==> src/rtl/wb_timer_if.sv <==
// ============================================================================
// Module   : wishbone_if
// Purpose  : Pipelined Wishbone bus bundle (32-bit data, byte selects).
// Revision : 1.0 - initial release
// ============================================================================
`default_nettype none

interface wishbone_if;
  logic        cyc;
  logic        stb;
  logic        lock;
  logic        we;
  logic [31:0] addr;
  logic [3:0]  sel;
  logic [31:0] wdata;
  logic [31:0] rdata;
  logic        rty;
  logic        ack;
  logic        stall;
  logic        err;

  modport SLAVE (
    input  cyc, stb, lock, we, addr, sel, wdata,
    output rdata, rty, ack, stall, err
  );

  modport MASTER (
    output cyc, stb, lock, we, addr, sel, wdata,
    input  rdata, rty, ack, stall, err
  );
endinterface

`default_nettype wire

==> src/rtl/wb_timer.sv <==
// ============================================================================
// Module   : wb_timer
// Purpose  : Machine timer (64-bit mtime / mtimecmp) on a pipelined Wishbone
//            responder, with a programmable prescaler and a level interrupt.
// Revision : 1.0 - initial release
// ============================================================================
`default_nettype none

module wb_timer #(
  parameter int unsigned PRESCALE = 1
) (
  input  logic       clk_i,
  input  logic       rstn_i,
  wishbone_if.SLAVE  wb_if,
  output logic       timer_int_o
);

  localparam logic [15:0] c_PRESC_MAX = 16'(PRESCALE - 1);
  localparam logic [63:0] c_CMP_RST   = 64'hFFFF_FFFF_FFFF_FFFF;

  // Register state
  logic [15:0] r_presc;
  logic [63:0] r_mtime;
  logic [63:0] r_mtimecmp;
  logic        r_ack;
  logic        r_err;
  logic [31:0] r_rdata;
  logic        r_int;

  // Decode / datapath wires
  logic        w_acc;
  logic        w_addr_ok;
  logic        w_wr;
  logic        w_tick;
  logic [1:0]  w_idx;
  logic [31:0] w_bmask;
  logic [31:0] w_rd_val;
  logic [63:0] w_mtime_nxt;
  logic [63:0] w_mtimecmp_nxt;

  // Lock and the upper address bits carry no meaning here
  logic w_unused;
  assign w_unused = &{1'b0, wb_if.lock, wb_if.addr[31:4]};

  // A request is taken whenever cyc and stb are both high; never stalls
  assign w_acc     = wb_if.cyc & wb_if.stb;
  assign w_addr_ok = (wb_if.addr[1:0] == 2'b00);
  assign w_idx     = wb_if.addr[3:2];
  // A write with no byte lanes selected is acknowledged but touches nothing,
  // so it must not block the mtime increment either
  assign w_wr      = w_acc & w_addr_ok & wb_if.we & (|wb_if.sel);
  assign w_tick    = (r_presc == c_PRESC_MAX);

  assign w_bmask = {{8{wb_if.sel[3]}}, {8{wb_if.sel[2]}},
                    {8{wb_if.sel[1]}}, {8{wb_if.sel[0]}}};

  // Read mux: addressed 32-bit half of mtime / mtimecmp
  always_comb begin
    w_rd_val = 32'd0;
    case (w_idx)
      2'd0:    w_rd_val = r_mtime[31:0];
      2'd1:    w_rd_val = r_mtime[63:32];
      2'd2:    w_rd_val = r_mtimecmp[31:0];
      default: w_rd_val = r_mtimecmp[63:32];
    endcase
  end

  // Next mtime: a software write wins over the tick and freezes both halves
  always_comb begin
    w_mtime_nxt = r_mtime;
    if (w_wr && (w_idx == 2'd0)) begin
      w_mtime_nxt[31:0]  = (r_mtime[31:0] & ~w_bmask) | (wb_if.wdata & w_bmask);
    end else if (w_wr && (w_idx == 2'd1)) begin
      w_mtime_nxt[63:32] = (r_mtime[63:32] & ~w_bmask) | (wb_if.wdata & w_bmask);
    end else if (w_tick) begin
      w_mtime_nxt = r_mtime + 64'd1;
    end
  end

  // Next mtimecmp: byte-lane merge of the written half
  always_comb begin
    w_mtimecmp_nxt = r_mtimecmp;
    if (w_wr && (w_idx == 2'd2)) begin
      w_mtimecmp_nxt[31:0]  = (r_mtimecmp[31:0] & ~w_bmask) | (wb_if.wdata & w_bmask);
    end else if (w_wr && (w_idx == 2'd3)) begin
      w_mtimecmp_nxt[63:32] = (r_mtimecmp[63:32] & ~w_bmask) | (wb_if.wdata & w_bmask);
    end
  end

  // Prescaler counts 0..PRESCALE-1 and wraps on the tick
  always_ff @(posedge clk_i or negedge rstn_i) begin
    if (!rstn_i) begin
      r_presc <= 16'd0;
    end else if (w_tick) begin
      r_presc <= 16'd0;
    end else begin
      r_presc <= r_presc + 16'd1;
    end
  end

  // Timer registers
  always_ff @(posedge clk_i or negedge rstn_i) begin
    if (!rstn_i) begin
      r_mtime    <= 64'd0;
      r_mtimecmp <= c_CMP_RST;
    end else begin
      r_mtime    <= w_mtime_nxt;
      r_mtimecmp <= w_mtimecmp_nxt;
    end
  end

  // One-cycle response pipeline; read data is zero unless a read was taken
  always_ff @(posedge clk_i or negedge rstn_i) begin
    if (!rstn_i) begin
      r_ack   <= 1'b0;
      r_err   <= 1'b0;
      r_rdata <= 32'd0;
    end else begin
      r_ack   <= w_acc & w_addr_ok;
      r_err   <= w_acc & ~w_addr_ok;
      r_rdata <= (w_acc && w_addr_ok && !wb_if.we) ? w_rd_val : 32'd0;
    end
  end

  // Interrupt level compares the current register values
  always_ff @(posedge clk_i or negedge rstn_i) begin
    if (!rstn_i) begin
      r_int <= 1'b0;
    end else begin
      r_int <= (r_mtime >= r_mtimecmp);
    end
  end

  // A response is dropped if the master has released cyc when it is due
  assign wb_if.ack   = r_ack & wb_if.cyc;
  assign wb_if.err   = r_err & wb_if.cyc;
  assign wb_if.rdata = r_rdata;
  assign wb_if.stall = 1'b0;
  assign wb_if.rty   = 1'b0;
  assign timer_int_o = r_int;

endmodule

`default_nettype wire
==> src/flat_wrapper.sv <==
// flat-port wrapper written by rule: the top's interface ports become plain ports
module wb_timer_flat 
#(
  parameter int unsigned PRESCALE = 1
)
  (clk_i, rstn_i, timer_int_o, wb_if_cyc, wb_if_stb, wb_if_lock, wb_if_we, wb_if_addr, wb_if_sel, wb_if_wdata, wb_if_rdata, wb_if_rty, wb_if_ack, wb_if_stall, wb_if_err);
  wishbone_if wb_if_i ();
  input  logic clk_i;
  input  logic rstn_i;
  output logic timer_int_o;
  input wire logic [$bits(wb_if_i.cyc)-1:0] wb_if_cyc;
  input wire logic [$bits(wb_if_i.stb)-1:0] wb_if_stb;
  input wire logic [$bits(wb_if_i.lock)-1:0] wb_if_lock;
  input wire logic [$bits(wb_if_i.we)-1:0] wb_if_we;
  input wire logic [$bits(wb_if_i.addr)-1:0] wb_if_addr;
  input wire logic [$bits(wb_if_i.sel)-1:0] wb_if_sel;
  input wire logic [$bits(wb_if_i.wdata)-1:0] wb_if_wdata;
  output wire logic [$bits(wb_if_i.rdata)-1:0] wb_if_rdata;
  output wire logic [$bits(wb_if_i.rty)-1:0] wb_if_rty;
  output wire logic [$bits(wb_if_i.ack)-1:0] wb_if_ack;
  output wire logic [$bits(wb_if_i.stall)-1:0] wb_if_stall;
  output wire logic [$bits(wb_if_i.err)-1:0] wb_if_err;
  assign wb_if_i.cyc = wb_if_cyc;
  assign wb_if_i.stb = wb_if_stb;
  assign wb_if_i.lock = wb_if_lock;
  assign wb_if_i.we = wb_if_we;
  assign wb_if_i.addr = wb_if_addr;
  assign wb_if_i.sel = wb_if_sel;
  assign wb_if_i.wdata = wb_if_wdata;
  assign wb_if_rdata = wb_if_i.rdata;
  assign wb_if_rty = wb_if_i.rty;
  assign wb_if_ack = wb_if_i.ack;
  assign wb_if_stall = wb_if_i.stall;
  assign wb_if_err = wb_if_i.err;
  wb_timer #(.PRESCALE(PRESCALE)) u_core (.clk_i(clk_i), .rstn_i(rstn_i), .wb_if(wb_if_i), .timer_int_o(timer_int_o));
endmodule
==> config.mk <==
export PLATFORM = sky130hd
export DESIGN_NAME = wb_timer_flat
export DESIGN_NICKNAME = d
export VERILOG_FILES = /design/src/rtl/wb_timer_if.sv /design/src/rtl/wb_timer.sv /design/src/flat_wrapper.sv
export SDC_FILE = /design/constraint.sdc
export NUM_CORES = 1
export LEC_CHECK = 0
export CAP_MARGIN = 20
export CELL_PAD_IN_SITES_DETAIL_PLACEMENT = 2
export CELL_PAD_IN_SITES_GLOBAL_PLACEMENT = 2
export CORE_MARGIN = 2
export CORE_UTILIZATION = 40
export CTS_CLUSTER_SIZE = 30
export DETAILED_ROUTE_END_ITERATION = 10
export HOLD_SLACK_MARGIN = 0.05
export PLACE_DENSITY = 0.88
export SLEW_MARGIN = 20
export SYNTH_ARGS = -nofsm -noshare
export SYNTH_HDL_FRONTEND = slang
export SYNTH_SLANG_ARGS = --single-unit
export TNS_END_PERCENT = 10
==> constraint.sdc <==
create_clock -name clk_i -period 7 [get_ports clk_i]
set_clock_uncertainty 0.15 [all_clocks]
set_input_delay 2.1 -clock clk_i [delete_from_list [all_inputs] [get_ports clk_i]]
set_output_delay 2.1 -clock clk_i [all_outputs]
set_load 0.005 [all_outputs]
==> results.md, run 1 <==
- Area grow syn2layout: 16.1%
- Fin crit period: 5.51 ns
- Post-Synthesis Cell Area: roughly 0.011 mm^2
- Fraction of the cycle the final worst path needs: just under 80%
- Slew HR: 40.8%
- Hold buffers post-CTS: 0
- Worst-skew pair later-pin latency: 0.45 ns
- RSZ-0062 raised after global routing: false
- Synth warn: 0
- Reg clk slew, reported paths: 0.07 ns
- Cell variety after synth: 75
- Post-CTS Setup Inserts: 0
- Post-route DRC: 0
- Cts repair resizes: 0
- Switching portion of total power: 33.1%
- Root Driver: clkbuf_16
- CTS H-Tree Depth: 4
- DP HPWL: 28.8 mm
- Cell depth of the worst hold path: 1
- Initial antenna violation count: 0
- Worst hold start: u_core.r_presc[15]
- Post-synth EDFFs: 0
- Asr flop ratio synth: 100%
- First-pass DRT Iterations: 5
- F_max: 182 MHz
- Leakage: 5.25 nW
- DR vias/cell: 6.28
- Die area: about 0.029 mm^2
- Largest net degree at the start of global routing: 85
- Main synth FF type: dfrtp_1
- Final antenna-violating net count: 0
- Count leader, synth: dfrtp_1
- Register area share after synthesis: 41.2%
- Area of the multi-input gates: ~0.0060 mm^2
- Status: finished, final reports clean
- Layout Nets: ~1.3k
- Post-Synthesis Cells: about 1.1k
- Flop pwr share: 44.5%
- Final WS setup: 1.49 ns
- # clock sinks: between 150 and 200
- FILL cells: 2814
- Top cells by area, synth: dfrtp_1 26%, dfstp_2 15%, ha_1 7.6%
- # Max-Cap Violations: 0
- Die extent in y: 170 um
- Post-DP Area: approximately 0.012 mm^2
- Fin. max-slew vios: 0
- Crit path required time: 4.75 ns
- Core area: 0.0270 mm^2
- Worst slew pin tran: 0.886 ns
- CTS tree: done
- Worst Path Max Fanout: 4
- R2R depth: 7
- GP Congestion: between 0.8 and 0.9
- Power share of the clock group: 32.7%
- Setup Slack @ Placement: between 1 and 1.5 ns
- Seq cells post-synth: 179
- FF/Latch Area: around 0.0046 mm^2
- NetSw: roughly 1.0 mW
- Max Root-Sink Buffers: 2
- Area leader, netlist: dfrtp_1
- IO Port Bufs: 79
- Min-Delay Path Class: register to register
- Diodes inserted: 0
- Num ports: 111
- Die W: between 150 and 200 um
- Gate power share: 22.7%
- Worst setup EP type: output port
- Fin area: 0.0128 mm^2
- Initial DRC count: 720
- Worst Hold Endpoint: u_core.r_presc[15]
- Rows: 60
- Routed len/inst: 26.5 um
- Setup Viol. Count Final: 0
- Setup Crit Path Kind: input port to output port
- Register-to-register path setup slack: around 3.3 ns
- WL final: 40.7 mm
- Total GRT Usage: a little under 30%
- Crit start category: input port
- Avg Cell Area, Syn: 9.96 um^2
- Share of cells above drive strength 1: between 10% and 20%
- CTS Buf Count: 17
- DR vias: about 9.7k
- VDD IR max: 0.000184 V
- GRT Residual Overflow: 0
- Top-area cell type share of the netlist area: 26.0%
- Setup TNS: 0 ns
- Crit path DAT: 3.26 ns
- Starting Density: 40.9%
- Final hold vios: 0
- Power density over cell area: ~240 mW/mm^2
- Finished Layout Cells: approximately 1.5k
- Number of global-route vias before repair: about 11k
- Dpl cells: 1505
- Internal cell power: 2.04 mW
- Global-route wire length before repair: 64.3 mm
- Top cells by count, synth: 115 x dfrtp_1, 94 x nand2_1, 77 x nor2_1
-- cell families after synthesis --
kind of cell	Yosys count	share of synthesized area, %
buffers and inverters	118	4.20
muxes	100	13.4
xor gates and xnor gates	16	1.27
and+or+nand+nor	410	19.6
DFF	179	41.2
AOI/OAI and AO/OA	219	12.7
other	1	0.0339
adders and majority gates	67	7.58
-- cells in the final DEF (no fill, tap or decap), drive strengths merged, types with 21 or more instances in the layout --
master         synthesis  layout
nand2                 95      95
nor3                  32      32
dfrtp                115     115
a21oi                 70      70
nand3                 50      50
inv                   72      75
dfstp                 64      64
clkbuf                22      23
o21ai                 45      45
ha                    67      67
nand4                 31      31
nor2b                 38      38
mux4                  32      32
clkdlybuf4s50          0      76
nor2                  79      79
mux2                  63      63
buf                   23      21
-- layout make-up --
cell class              count  area share [%]
clock buffers              22            3.70
well taps                 341            3.32
flip-flops and latches    179            35.5
repair buffers             98            7.23
inverters                  73            2.14
clock inverters            10           0.965
multi-input cells         814            47.1
-- worst max-delay path by stage --
stage	slack [ns]	start	end
2_1_floorplan	2.53	wb_if_cyc	wb_if_ack
3_3_place_gp	1.39	wb_if_sel[1]	register
3_5_place_dp	1.17	wb_if_sel[1]	register
4_1_cts	1.48	wb_if_cyc	wb_if_err
5_1_grt	1.43	wb_if_sel[1]	register
6_report	1.49	wb_if_cyc	wb_if_err
-- critical path, cell delays in order --
cell and delay (ns):
clkdlybuf4s50_1 0.50, and2_1 0.14, clkdlybuf4s50_1 0.51
-- through the flow --
step                      hold slack [ns]  power (mW)  util [%]
after floorplan                     0.297        1.72         -
after global placement              0.311        1.95      45.2
after detailed placement            0.319        2.02      45.2
after CTS                           0.333        3.06      47.4
after global routing                0.360        3.19      47.5
final                               0.326        3.05      47.5
-- routing by layer --
| metal | global-route usage (%) | part of all wire [%] | vias to the layer above |
|---|---|---|---|
| li1 | - | - | 4224 |
| met1 | 35.8 | 41 | 5008 |
| met2 | 50.8 | 50 | 308 |
| met3 | 4.84 | 4.8 | 112 |
| met4 | 13.2 | 4.2 | 0 |
| met5 | 0 | 0 | - |
-- power by group through the flow --
stage / Clock, mW / Sequential, mW / Combinational, mW
after global placement: 0 / 1.34 / 0.604
after global routing: 1.05 / 1.37 / 0.763
after CTS: 1.02 / 1.35 / 0.694
final: 0.999 / 1.36 / 0.693
after floorplan: 0 / 1.28 / 0.438
after detailed placement: 0 / 1.36 / 0.663
Note: power is estimated with default switching activity, not from simulation.
==> run 2, diff against run 1 <==
Settings changed: CORE_UTILIZATION 40 to 37, PLACE_DENSITY 0.88 to 0.82.
Clock period 7 ns to 5.1 ns, I/O delays scaled along.
==> results.md, run 2 (synthesis results as in run 1) <==
- Status: finished, final reports clean
- Register-to-register path setup slack: 1.44 ns
- # clock sinks: between 150 and 200
- Root Driver: clkbuf_16
- Most frequent cells in the layout: 115 x dfrtp_1, 94 x nand2_1, 77 x nor2_1
- Starting Density: 37.4%
- Setup Crit Path Kind: input port to output port
- Share of cells above drive strength 1: 19.9%
- Diodes inserted: 0
- Number of global-route vias before repair: about 11k
- CTS H-Tree Depth: 4
- Crit-path most repeated cell: clkdlybuf4s50_1
- Worst slew pin tran: 1.05 ns
- Final antenna-violating net count: 0
- Min-Delay Path Class: register to register
- Max incr delay on CP: approximately 0.51 ns
- Setup crit start: wb_if_cyc
- Power, Total: 4.23 mW
- Power density over cell area: 326 mW/mm^2
- Finished Layout Cells: 1597
- CP cell instances: clkdlybuf4s50_1, and2_1, clkdlybuf4s50_1
- Post-DP Area: 0.0124 mm^2
- Max Root-Sink Buffers: 2
- Global-route wire length before repair: 62.5 mm
- Setup Viol. Count Final: 0
- GP Congestion: 0.902
- Dpl cells: about 1.6k
- DR vias/cell: around 6
- DP HPWL: 28.8 mm
- Final WS setup: around 0.74 ns
- GRT Residual Overflow: 0
- Most common cell after layout, fill and taps aside: dfrtp_1
- Slowest cell on crit path: clkdlybuf4s50_1
- WL final: roughly 40 mm
- Fraction of the cycle the final worst path needs: between 80 and 90%
- Worst setup EP type: output port
- CTS Buf Count: 17
- Worst-skew pair later-pin latency: roughly 0.46 ns
- Die W: 177 um
- Fin. max-slew vios: 0
- R2R depth: 7
- CTS tree: done
- Rows: 63
- DR vias: 9526
- Crit path DAT: 2.68 ns
- Hold buffers post-CTS: 0
- First-pass DRT Iterations: 4
- Worst setup path end: wb_if_err
- Layout Nets: 1335
- Crit path required time: 3.42 ns
- Slew HR: around 30%
- VDD IR max: 0.000225 V
- Reg clk slew, reported paths: 0.08 ns
- Setup TNS: 0 ns
- Initial antenna violation count: 1
- Initial DRC count: 469
- FILL cells: 3113
- Core area: 0.0296 mm^2
- Fin crit period: around 4.4 ns
- Post-CTS Setup Inserts: 0
- F_max: 229 MHz
- Largest net degree at the start of global routing: 74
- Cts repair resizes: 0
- RSZ-0062 raised after global routing: false
- Leakage: 5.31 nW
- # Max-Cap Violations: 0
- Die area: around 0.031 mm^2
- Routed len/inst: 24.9 um
- Crit start category: input port
- Die extent in y: 177 um
- IO Port Bufs: a little under 80
- Fin area: 0.0130 mm^2
- Worst Path Max Fanout: 4
- Post-route DRC: 0
- Total GRT Usage: 26.4%
- Worst hold start: u_core.r_presc[9]
- Setup Slack @ Placement: about 0.54 ns
- Num ports: 111
- Final hold vios: 0
- Area grow syn2layout: 17.5%
[run 2: cell types whose count changed in the layout (fill, tap and decap cells not counted), sizes merged]
cell      previous run  this run
buf                 21        32
clkbuf              23        18
inv                 75        79
clkinv               4         2
clkinvlp             2         4
bufinv               2         3
[run 2: cell type report]
cell class | instances | area [um^2] | share of cell area [%]
clock buffer | 17 | 425 | 3.28
timing repair buffer | 109 | 1010 | 7.77
inverter | 73 | 274 | 2.11
sequential | 179 | 4560 | 35.1
clock inverter | 15 | 195 | 1.50
multi-input combinational | 814 | 6040 | 46.5
tap | 390 | 488 | 3.76
[run 2: worst min path at each step]
stage	end	slack [ns]	cells past startpoint
floorplan	u_core.r_presc[15]	0.30	1
global placement	u_core.r_presc[15]	0.32	1
detailed placement	u_core.r_presc[15]	0.34	1
CTS	u_core.r_presc[15]	0.35	1
global route	u_core.r_presc[9]	0.37	1
finish	u_core.r_presc[9]	0.34	1
[run 2: layer usage]
metal | part of all wire (%) | up-vias | GRT usage [%]
li1 | - | 4269 | -
met1 | 43 | 4989 | 33.5
met2 | 51 | 207 | 45.7
met5 | 0 | - | 0
met4 | 2.8 | 0 | 9.85
met3 | 3.5 | 61 | 3.80
[run 2: worst max-delay path, delay by kind of cell]
| family | cells | cell delay, ns |
|---|---|---|
| AND/OR/NAND/NOR | 1 | 0.14 |
| buffers and inverters | 2 | 1.01 |
[run 2: stage by stage]
step,hold WS (ns),util [%]
floorplan,0.297,-
global placement,0.316,41.8
detailed placement,0.338,41.8
CTS,0.353,43.9
global route,0.371,43.9
finish,0.345,43.9
[run 2: power by group]
group	switching, mW	total (mW)	leakage [nW]	internal [mW]
clock	0.665	1.45	0.291	0.786
sequential	0.264	1.86	2.17	1.59
combinational	0.485	0.923	2.85	0.439
